$ cat src/rtl/decode_cycle_pkg.sv
// Shared definitions for the RV32I decode stage: widths, opcodes,
// control encodings and the ID/EX pipeline register layout.
package decode_cycle_pkg;

  localparam int XLEN   = 32;
  localparam int NREGS  = 32;
  localparam int REG_AW = 5;

  // Opcodes recognised by the main decoder; anything else decodes as a bubble.
  localparam logic [6:0] OP_LW    = 7'b0000011;
  localparam logic [6:0] OP_SW    = 7'b0100011;
  localparam logic [6:0] OP_RTYPE = 7'b0110011;
  localparam logic [6:0] OP_BEQ   = 7'b1100011;
  localparam logic [6:0] OP_IALU  = 7'b0010011;
  localparam logic [6:0] OP_JAL   = 7'b1101111;

  typedef enum logic [2:0] {
    ALU_ADD = 3'b000,
    ALU_SUB = 3'b001,
    ALU_AND = 3'b010,
    ALU_OR  = 3'b011,
    ALU_SLT = 3'b101
  } alu_ctl_e;

  typedef enum logic [1:0] {
    IMM_I = 2'b00,
    IMM_S = 2'b01,
    IMM_B = 2'b10,
    IMM_J = 2'b11
  } imm_src_e;

  typedef enum logic [1:0] {
    RES_ALU = 2'b00,
    RES_MEM = 2'b01,
    RES_PC4 = 2'b10
  } result_src_e;

  typedef enum logic [1:0] {
    ALUOP_ADD   = 2'b00,
    ALUOP_SUB   = 2'b01,
    ALUOP_FUNCT = 2'b10
  } alu_op_e;

  // Everything the execute stage sees; an all-zero value is a harmless NOP.
  typedef struct packed {
    logic              reg_write;
    logic              mem_write;
    logic              jump;
    logic              branch;
    logic              alu_src;
    result_src_e       result_src;
    alu_ctl_e          alu_control;
    logic [XLEN-1:0]   rd1;
    logic [XLEN-1:0]   rd2;
    logic [XLEN-1:0]   imm_ext;
    logic [XLEN-1:0]   pc;
    logic [XLEN-1:0]   pc_plus4;
    logic [REG_AW-1:0] rs1;
    logic [REG_AW-1:0] rs2;
    logic [REG_AW-1:0] rd;
  } idex_t;

endpackage

$ cat src/rtl/decode_cycle_if.sv
// Bundle of the decode stage's pipeline-facing signals: IF/ID inputs,
// writeback port, hazard-unit signals and the ID/EX outputs.
interface decode_cycle_if;
  import decode_cycle_pkg::*;

  logic              FlushE;
  logic [XLEN-1:0]   InstrD;
  logic [XLEN-1:0]   PCD;
  logic [XLEN-1:0]   PCPlus4D;
  logic              RegWriteW;
  logic [REG_AW-1:0] RdW;
  logic [XLEN-1:0]   ResultW;
  logic [REG_AW-1:0] Rs1D;
  logic [REG_AW-1:0] Rs2D;
  logic              RegWriteE;
  logic              MemWriteE;
  logic              JumpE;
  logic              BranchE;
  logic              ALUSrcE;
  logic [1:0]        ResultSrcE;
  logic [2:0]        ALUControlE;
  logic [XLEN-1:0]   RD1E;
  logic [XLEN-1:0]   RD2E;
  logic [XLEN-1:0]   ImmExtE;
  logic [XLEN-1:0]   PCE;
  logic [XLEN-1:0]   PCPlus4E;
  logic [REG_AW-1:0] Rs1E;
  logic [REG_AW-1:0] Rs2E;
  logic [REG_AW-1:0] RdE;

  // Driver side: fetch, writeback and hazard logic feeding the stage.
  modport master (
    output FlushE, InstrD, PCD, PCPlus4D, RegWriteW, RdW, ResultW,
    input  Rs1D, Rs2D, RegWriteE, MemWriteE, JumpE, BranchE, ALUSrcE,
    input  ResultSrcE, ALUControlE, RD1E, RD2E, ImmExtE, PCE, PCPlus4E,
    input  Rs1E, Rs2E, RdE
  );

  // The decode stage itself.
  modport slave (
    input  FlushE, InstrD, PCD, PCPlus4D, RegWriteW, RdW, ResultW,
    output Rs1D, Rs2D, RegWriteE, MemWriteE, JumpE, BranchE, ALUSrcE,
    output ResultSrcE, ALUControlE, RD1E, RD2E, ImmExtE, PCE, PCPlus4E,
    output Rs1E, Rs2E, RdE
  );

endinterface

$ cat src/rtl/decode_cycle_register_file.sv
// 32x32 architectural register file: two combinational read ports with
// write-through bypass, one synchronous write port, x0 hardwired to zero.
module decode_cycle_register_file
  import decode_cycle_pkg::*;
(
  input  logic              clk,
  input  logic              rst,
  input  logic [REG_AW-1:0] ra [2],
  output logic [XLEN-1:0]   rd [2],
  input  logic              we,
  input  logic [REG_AW-1:0] wa,
  input  logic [XLEN-1:0]   wd
);

  logic [XLEN-1:0] regs [NREGS];

  // Reset clears the whole array; a write arriving with reset is dropped.
  always_ff @(posedge clk) begin
    if (rst) begin
      regs <= '{default: '0};
    end else if (we && (wa != '0)) begin
      regs[wa] <= wd;
    end
  end

  // Each read port returns zero for x0 and forwards the in-flight write.
  for (genvar gi = 0; gi < 2; gi++) begin : g_read
    assign rd[gi] = (ra[gi] == '0)             ? '0 :
                    (we && (wa == ra[gi]))     ? wd :
                                                 regs[ra[gi]];
  end

endmodule

$ cat src/rtl/decode_cycle.sv
// RV32I decode stage: main/ALU decode, immediate extension, register
// file read and the ID/EX pipeline register with reset/flush bubbles.
module decode_cycle
  import decode_cycle_pkg::*;
(
  input  logic         clk,
  input  logic         rst,
  decode_cycle_if.slave bus
);

  logic [6:0]        opcode;
  logic [2:0]        funct3;
  logic              funct7b5;
  logic              op5;

  logic              reg_write;
  logic              mem_write;
  logic              jump;
  logic              branch;
  logic              alu_src;
  imm_src_e          imm_src;
  result_src_e       result_src;
  alu_op_e           alu_op;
  alu_ctl_e          alu_control;
  logic [XLEN-1:0]   imm_ext;

  logic [REG_AW-1:0] rf_ra [2];
  logic [XLEN-1:0]   rf_rd [2];

  idex_t             idex_reg;
  idex_t             idex_next;

  assign opcode   = bus.InstrD[6:0];
  assign funct3   = bus.InstrD[14:12];
  assign funct7b5 = bus.InstrD[30];
  assign op5      = bus.InstrD[5];

  // Source fields go straight to the hazard unit.
  assign bus.Rs1D = bus.InstrD[19:15];
  assign bus.Rs2D = bus.InstrD[24:20];

  assign rf_ra[0] = bus.InstrD[19:15];
  assign rf_ra[1] = bus.InstrD[24:20];

  decode_cycle_register_file u_register_file (
    .clk (clk),
    .rst (rst),
    .ra  (rf_ra),
    .rd  (rf_rd),
    .we  (bus.RegWriteW),
    .wa  (bus.RdW),
    .wd  (bus.ResultW)
  );

  // Main decoder; unknown opcodes leave every control at zero.
  always_comb begin
    reg_write  = 1'b0;
    mem_write  = 1'b0;
    jump       = 1'b0;
    branch     = 1'b0;
    alu_src    = 1'b0;
    imm_src    = IMM_I;
    result_src = RES_ALU;
    alu_op     = ALUOP_ADD;
    case (opcode)
      OP_LW: begin
        reg_write  = 1'b1;
        alu_src    = 1'b1;
        result_src = RES_MEM;
      end
      OP_SW: begin
        imm_src   = IMM_S;
        alu_src   = 1'b1;
        mem_write = 1'b1;
      end
      OP_RTYPE: begin
        reg_write = 1'b1;
        alu_op    = ALUOP_FUNCT;
      end
      OP_BEQ: begin
        imm_src = IMM_B;
        branch  = 1'b1;
        alu_op  = ALUOP_SUB;
      end
      OP_IALU: begin
        reg_write = 1'b1;
        alu_src   = 1'b1;
        alu_op    = ALUOP_FUNCT;
      end
      OP_JAL: begin
        reg_write  = 1'b1;
        imm_src    = IMM_J;
        result_src = RES_PC4;
        jump       = 1'b1;
      end
      default: ;
    endcase
  end

  // ALU decoder; subtract only for R-type with funct7[5] set.
  always_comb begin
    alu_control = ALU_ADD;
    case (alu_op)
      ALUOP_ADD: alu_control = ALU_ADD;
      ALUOP_SUB: alu_control = ALU_SUB;
      ALUOP_FUNCT: begin
        case (funct3)
          3'b000:  alu_control = (op5 && funct7b5) ? ALU_SUB : ALU_ADD;
          3'b010:  alu_control = ALU_SLT;
          3'b110:  alu_control = ALU_OR;
          3'b111:  alu_control = ALU_AND;
          default: alu_control = ALU_ADD;
        endcase
      end
      default: alu_control = ALU_ADD;
    endcase
  end

  // Immediate extension, always sign-extended from bit 31.
  always_comb begin
    imm_ext = '0;
    case (imm_src)
      IMM_I: imm_ext = {{20{bus.InstrD[31]}}, bus.InstrD[31:20]};
      IMM_S: imm_ext = {{20{bus.InstrD[31]}}, bus.InstrD[31:25], bus.InstrD[11:7]};
      IMM_B: imm_ext = {{20{bus.InstrD[31]}}, bus.InstrD[7], bus.InstrD[30:25],
                        bus.InstrD[11:8], 1'b0};
      IMM_J: imm_ext = {{12{bus.InstrD[31]}}, bus.InstrD[19:12], bus.InstrD[20],
                        bus.InstrD[30:21], 1'b0};
      default: imm_ext = '0;
    endcase
  end

  // Assemble the next ID/EX contents from the decoded fields.
  always_comb begin
    idex_next             = '0;
    idex_next.reg_write   = reg_write;
    idex_next.mem_write   = mem_write;
    idex_next.jump        = jump;
    idex_next.branch      = branch;
    idex_next.alu_src     = alu_src;
    idex_next.result_src  = result_src;
    idex_next.alu_control = alu_control;
    idex_next.rd1         = rf_rd[0];
    idex_next.rd2         = rf_rd[1];
    idex_next.imm_ext     = imm_ext;
    idex_next.pc          = bus.PCD;
    idex_next.pc_plus4    = bus.PCPlus4D;
    idex_next.rs1         = bus.InstrD[19:15];
    idex_next.rs2         = bus.InstrD[24:20];
    idex_next.rd          = bus.InstrD[11:7];
  end

  // ID/EX register: reset and flush both insert an all-zero bubble.
  always_ff @(posedge clk) begin
    if (rst || bus.FlushE) begin
      idex_reg <= '0;
    end else begin
      idex_reg <= idex_next;
    end
  end

  assign bus.RegWriteE   = idex_reg.reg_write;
  assign bus.MemWriteE   = idex_reg.mem_write;
  assign bus.JumpE       = idex_reg.jump;
  assign bus.BranchE     = idex_reg.branch;
  assign bus.ALUSrcE     = idex_reg.alu_src;
  assign bus.ResultSrcE  = idex_reg.result_src;
  assign bus.ALUControlE = idex_reg.alu_control;
  assign bus.RD1E        = idex_reg.rd1;
  assign bus.RD2E        = idex_reg.rd2;
  assign bus.ImmExtE     = idex_reg.imm_ext;
  assign bus.PCE         = idex_reg.pc;
  assign bus.PCPlus4E    = idex_reg.pc_plus4;
  assign bus.Rs1E        = idex_reg.rs1;
  assign bus.Rs2E        = idex_reg.rs2;
  assign bus.RdE         = idex_reg.rd;

endmodule

$ cat src/flat_wrapper.sv
// flat-port wrapper written by rule: the top's interface ports become plain ports
module decode_cycle_flat import decode_cycle_pkg::*;
  (clk, rst, bus_FlushE, bus_InstrD, bus_PCD, bus_PCPlus4D, bus_RegWriteW, bus_RdW, bus_ResultW, bus_Rs1D, bus_Rs2D, bus_RegWriteE, bus_MemWriteE, bus_JumpE, bus_BranchE, bus_ALUSrcE, bus_ResultSrcE, bus_ALUControlE, bus_RD1E, bus_RD2E, bus_ImmExtE, bus_PCE, bus_PCPlus4E, bus_Rs1E, bus_Rs2E, bus_RdE);
  decode_cycle_if bus_i ();
  input  logic clk;
  input  logic rst;
  input wire logic [$bits(bus_i.FlushE)-1:0] bus_FlushE;
  input wire logic [$bits(bus_i.InstrD)-1:0] bus_InstrD;
  input wire logic [$bits(bus_i.PCD)-1:0] bus_PCD;
  input wire logic [$bits(bus_i.PCPlus4D)-1:0] bus_PCPlus4D;
  input wire logic [$bits(bus_i.RegWriteW)-1:0] bus_RegWriteW;
  input wire logic [$bits(bus_i.RdW)-1:0] bus_RdW;
  input wire logic [$bits(bus_i.ResultW)-1:0] bus_ResultW;
  output wire logic [$bits(bus_i.Rs1D)-1:0] bus_Rs1D;
  output wire logic [$bits(bus_i.Rs2D)-1:0] bus_Rs2D;
  output wire logic [$bits(bus_i.RegWriteE)-1:0] bus_RegWriteE;
  output wire logic [$bits(bus_i.MemWriteE)-1:0] bus_MemWriteE;
  output wire logic [$bits(bus_i.JumpE)-1:0] bus_JumpE;
  output wire logic [$bits(bus_i.BranchE)-1:0] bus_BranchE;
  output wire logic [$bits(bus_i.ALUSrcE)-1:0] bus_ALUSrcE;
  output wire logic [$bits(bus_i.ResultSrcE)-1:0] bus_ResultSrcE;
  output wire logic [$bits(bus_i.ALUControlE)-1:0] bus_ALUControlE;
  output wire logic [$bits(bus_i.RD1E)-1:0] bus_RD1E;
  output wire logic [$bits(bus_i.RD2E)-1:0] bus_RD2E;
  output wire logic [$bits(bus_i.ImmExtE)-1:0] bus_ImmExtE;
  output wire logic [$bits(bus_i.PCE)-1:0] bus_PCE;
  output wire logic [$bits(bus_i.PCPlus4E)-1:0] bus_PCPlus4E;
  output wire logic [$bits(bus_i.Rs1E)-1:0] bus_Rs1E;
  output wire logic [$bits(bus_i.Rs2E)-1:0] bus_Rs2E;
  output wire logic [$bits(bus_i.RdE)-1:0] bus_RdE;
  assign bus_i.FlushE = bus_FlushE;
  assign bus_i.InstrD = bus_InstrD;
  assign bus_i.PCD = bus_PCD;
  assign bus_i.PCPlus4D = bus_PCPlus4D;
  assign bus_i.RegWriteW = bus_RegWriteW;
  assign bus_i.RdW = bus_RdW;
  assign bus_i.ResultW = bus_ResultW;
  assign bus_Rs1D = bus_i.Rs1D;
  assign bus_Rs2D = bus_i.Rs2D;
  assign bus_RegWriteE = bus_i.RegWriteE;
  assign bus_MemWriteE = bus_i.MemWriteE;
  assign bus_JumpE = bus_i.JumpE;
  assign bus_BranchE = bus_i.BranchE;
  assign bus_ALUSrcE = bus_i.ALUSrcE;
  assign bus_ResultSrcE = bus_i.ResultSrcE;
  assign bus_ALUControlE = bus_i.ALUControlE;
  assign bus_RD1E = bus_i.RD1E;
  assign bus_RD2E = bus_i.RD2E;
  assign bus_ImmExtE = bus_i.ImmExtE;
  assign bus_PCE = bus_i.PCE;
  assign bus_PCPlus4E = bus_i.PCPlus4E;
  assign bus_Rs1E = bus_i.Rs1E;
  assign bus_Rs2E = bus_i.Rs2E;
  assign bus_RdE = bus_i.RdE;
  decode_cycle u_core (.clk(clk), .rst(rst), .bus(bus_i));
endmodule
$ cat config.mk
export PLATFORM = sky130hd
export DESIGN_NAME = decode_cycle_flat
export DESIGN_NICKNAME = d
export VERILOG_FILES = /design/src/rtl/decode_cycle_pkg.sv /design/src/rtl/decode_cycle_if.sv /design/src/rtl/decode_cycle_register_file.sv /design/src/rtl/decode_cycle.sv /design/src/flat_wrapper.sv
export SDC_FILE = /design/constraint.sdc
export NUM_CORES = 2
export LEC_CHECK = 0
export ABC_AREA = 1
export ABC_CLOCK_PERIOD_IN_PS = 1900
export CAP_MARGIN = 15
export CELL_PAD_IN_SITES_DETAIL_PLACEMENT = 0
export CELL_PAD_IN_SITES_GLOBAL_PLACEMENT = 1
export CORE_MARGIN = 3
export CORE_UTILIZATION = 39
export CTS_CLUSTER_SIZE = 28
export DETAILED_ROUTE_END_ITERATION = 16
export PLACE_DENSITY_LB_ADDON = 0.1
export SYNTH_ARGS = -nofsm -noshare
export SYNTH_HDL_FRONTEND = slang
export SYNTH_HIERARCHICAL = 1
export SYNTH_SLANG_ARGS = --single-unit
$ cat constraint.sdc
create_clock -name clk -period 1.9 [get_ports clk]
set_input_delay 0.475 -clock clk [delete_from_list [all_inputs] [get_ports clk]]
set_output_delay 0.475 -clock clk [all_outputs]
set_load 0.05 [all_outputs]
==> results.ini <==
[floorplan]
num_rows=146
io_pins=332
core-area_um2=159000
die_y_um=407
start_util_pct=39.4
design.die.area_um2=166000
fp.dieW_um=407

[worst_setup_path]
cpPeakStageDelay_ns=0.38
timing_worst_setup_path_type=flip-flop to primary output
critPathCaptureType=primary output
crit_cells=2
crit_path_frequent_cell=buf_12
cp.required_ns=1.42
path_buf_inv=2
rr_worst_depth=10
worstSetupStartpointType=flip-flop
critPathArrivalTime_ns=1.44
cp_cell_sequence=buf_12 -> buf_12
cp_slowest_cell=dfxtp_4
path_max_fanout=6
critPathTopFamily=flip-flops

[status]
violations=negative setup slack
status=complete, but fails checks

[min_path]
hp-class=primary input to flip-flop
holdPathStages=3

[detailed_routing]
drt_iter0_markers=8252
vias=67600
drt-vias-per-instance=5.56
drt_pass1_iterations=6
antenna_left=0
wirelength_mm=296
drc=0
wire_per_inst_um=24.3

[global_route]
grt_pass1_vias=61400
grt_remaining_overflow=0
track_usage_pct=34.6
antenna_found_initial=5
grt_start_max_net_pins=99
grt_pass1_wl_mm=426

[yosys]
yosysUniqueCellTypes=35
synth_seq_cells=1198
syn_avg_cell_area_um2=6.55
synth_edf_count=0
async_flop_share_pct=0
synth_fp_nets=9715
syn_area_um2=62700
yosysWarnings=6
yosysSeqAreaShare_pct=38.2
ys.flop_type=dfxtp_1
synthCells=9576

[sta]
setup_viol=12
max_freq_mhz=522
setup_slack_ns=-0.0164
drv_slew=0
hold_slack_ns=0.0809
fin_crit_sh_pct=101
hold_viol=0
min_period_ns=1.92
rsz0062_at_grt=true
worst_pin_slew_ns=0.547
slew_headroom_pct=63.5
fin_tns_setup_ns=-0.122
final.setup_skew_ns=0.0256

[clock_network]
root_buffer=clkbuf_16
path_clk_slew_ns=0.06
cts_tree=yes
clock-sinks=1198
cts_setup_buffers=0
cts_max_level=4
clk_latency_ns=0.79
cts_buffers=145
clock_path_buffers=3

[placement]
dp.final_hpwl_mm=193
portBuffers=331
dpl.cell_count=11900
gp_congestion=0.942

[layout]
multiInputGateArea_um2=31500
seq_area_um2=24000
fill_cells=15800
layoutNonFillerInstCount=12200
nNetsFinal=10000
fin_util_pct=49.5
area_growth_syn_to_layout_pct=25.6
drive_above_1_share_pct=14.0

[pwr]
power_mw=65.0
p_leak_nw=32.1
cellPowerDensity_nw_per_um2=826
peakVddDrop_v=0.000938

[run]
maxCapViolations=0

-- sequential cells by signal, indices dropped and copies added, names as in the netlist --
signal / cells
u_core/bus.ALUControlE: 3
u_core/bus.ALUSrcE: 1
u_core/bus.BranchE: 1
u_core/bus.ImmExtE: 21
u_core/bus.JumpE: 1
u_core/bus.MemWriteE: 1
u_core/bus.PCE: 32
u_core/bus.PCPlus4E: 32
u_core/bus.RD1E: 32
u_core/bus.RD2E: 32
u_core/bus.RdE: 5
u_core/bus.RegWriteE: 1
u_core/bus.ResultSrcE: 2
u_core/bus.Rs1E: 5
u_core/bus.Rs2E: 5
u_core/u_register_file/regs: 1024
-- routing by layer --
layer	GRT usage (%)	share of wire, %	up-vias
met5	0	0.0088	-
met4	13.7	4.2	4
met3	7.68	10	585
met2	52.1	42	3408
met1	47.9	43	31700
li1	-	-	31900
-- what timing repair did --
action | 4_1_cts | 5_1_grt
gates resized for setup | 46 | 11
hold endpoints to repair | 0 | 0
cloned | 1 | 0
endpoints found under the setup margin | 32 | 36
pin swaps | 0 | 0
hold buffers | 0 | 0
-- worst reg2reg max path, cell delays in order (launching register included) --
cell and delay, ns:
dfxtp_1 0.39, nor2_1 0.07, nor2_1 0.09, nand2_1 0.08
nand3_1 0.07, nand3_1 0.10, nand3_1 0.14, nand2_1 0.28
a21oi_1 0.35, inv_1 0.07, nor2_1 0.13
-- path summary, 6_finish.rpt --
check	startpoint	to	slack [ns]
min reg2reg	u_core/u_register_file/regs[1001]	u_core/u_register_file/regs[1001]	0.45
min	bus_InstrD[15]	u_core/bus.Rs1E[0]	0.08
max reg2reg	u_core/u_register_file/regs[548]	u_core/bus.RD2E[4]	0.05
max	u_core/bus.ImmExtE[30]	bus_ImmExtE[31]	-0.02
-- through the flow --
stage,worst slack (ns),cell area (um2)
6_report,-0.0164,78800
5_1_grt,-0.0631,78800
4_1_cts,-0.0613,78700
3_5_place_dp,-0.727,73600
3_3_place_gp,-0.724,73600
2_1_floorplan,0.0918,62700
-- cells in the final DEF, fill, tap and decap left out, types with 149 or more instances in the layout --
cell       instances
o21ai_0          465
dfxtp_1         1183
buf_4            596
a211oi_1         553
nand2_1         2301
nor2_1          1183
o211ai_1         189
clkbuf_16        149
inv_1            828
nand3_1         1088
buf_12           302
a21oi_1          625
-- kinds of logic after synthesis --
| logic type | count (synthesis) | synth area share [%] |
|---|---|---|
| and+or+nand+nor | 4692 | 30.9 |
| AOI/OAI and AO/OA | 1919 | 19.2 |
| buffers and inverters | 1763 | 11.6 |
| DFF | 1198 | 38.2 |
| xor gates and xnor gates | 2 | 0.0279 |
| adders and majority gates | 2 | 0.0399 |
-- cells in the mapped netlist, drive strengths merged (5+ instances only) --
master,n,area [um2]
a211oi,626,5060
a21oi,627,3140
buf,409,2190
clkbuf,474,1780
dfxtp,1198,24000
inv,880,3300
nand2,2306,8670
nand3,1093,5500
nor2,1212,4730
nor3,21,110
o211ai,189,1420
o21ai,465,2330
o22ai,5,31.3
or2,56,350
-- where the power goes --
group / internal (mW) / switching (mW)
sequential: 25.5 / 0.201
combinational: 3.36 / 6.43
clock: 17.6 / 11.9
-- area by class of cell --
type,instances,share of cell area (%)
Multi-Input combinational cell,6615,40.0
Sequential cell,1198,30.5
Tap cell,2146,3.41
Clock buffer,218,5.47
Antenna cell,8,0.0254
Clock inverter,48,0.888
Timing Repair Buffer,1053,15.4
Inverter,880,4.26
Power figures use the tool's default switching activity.
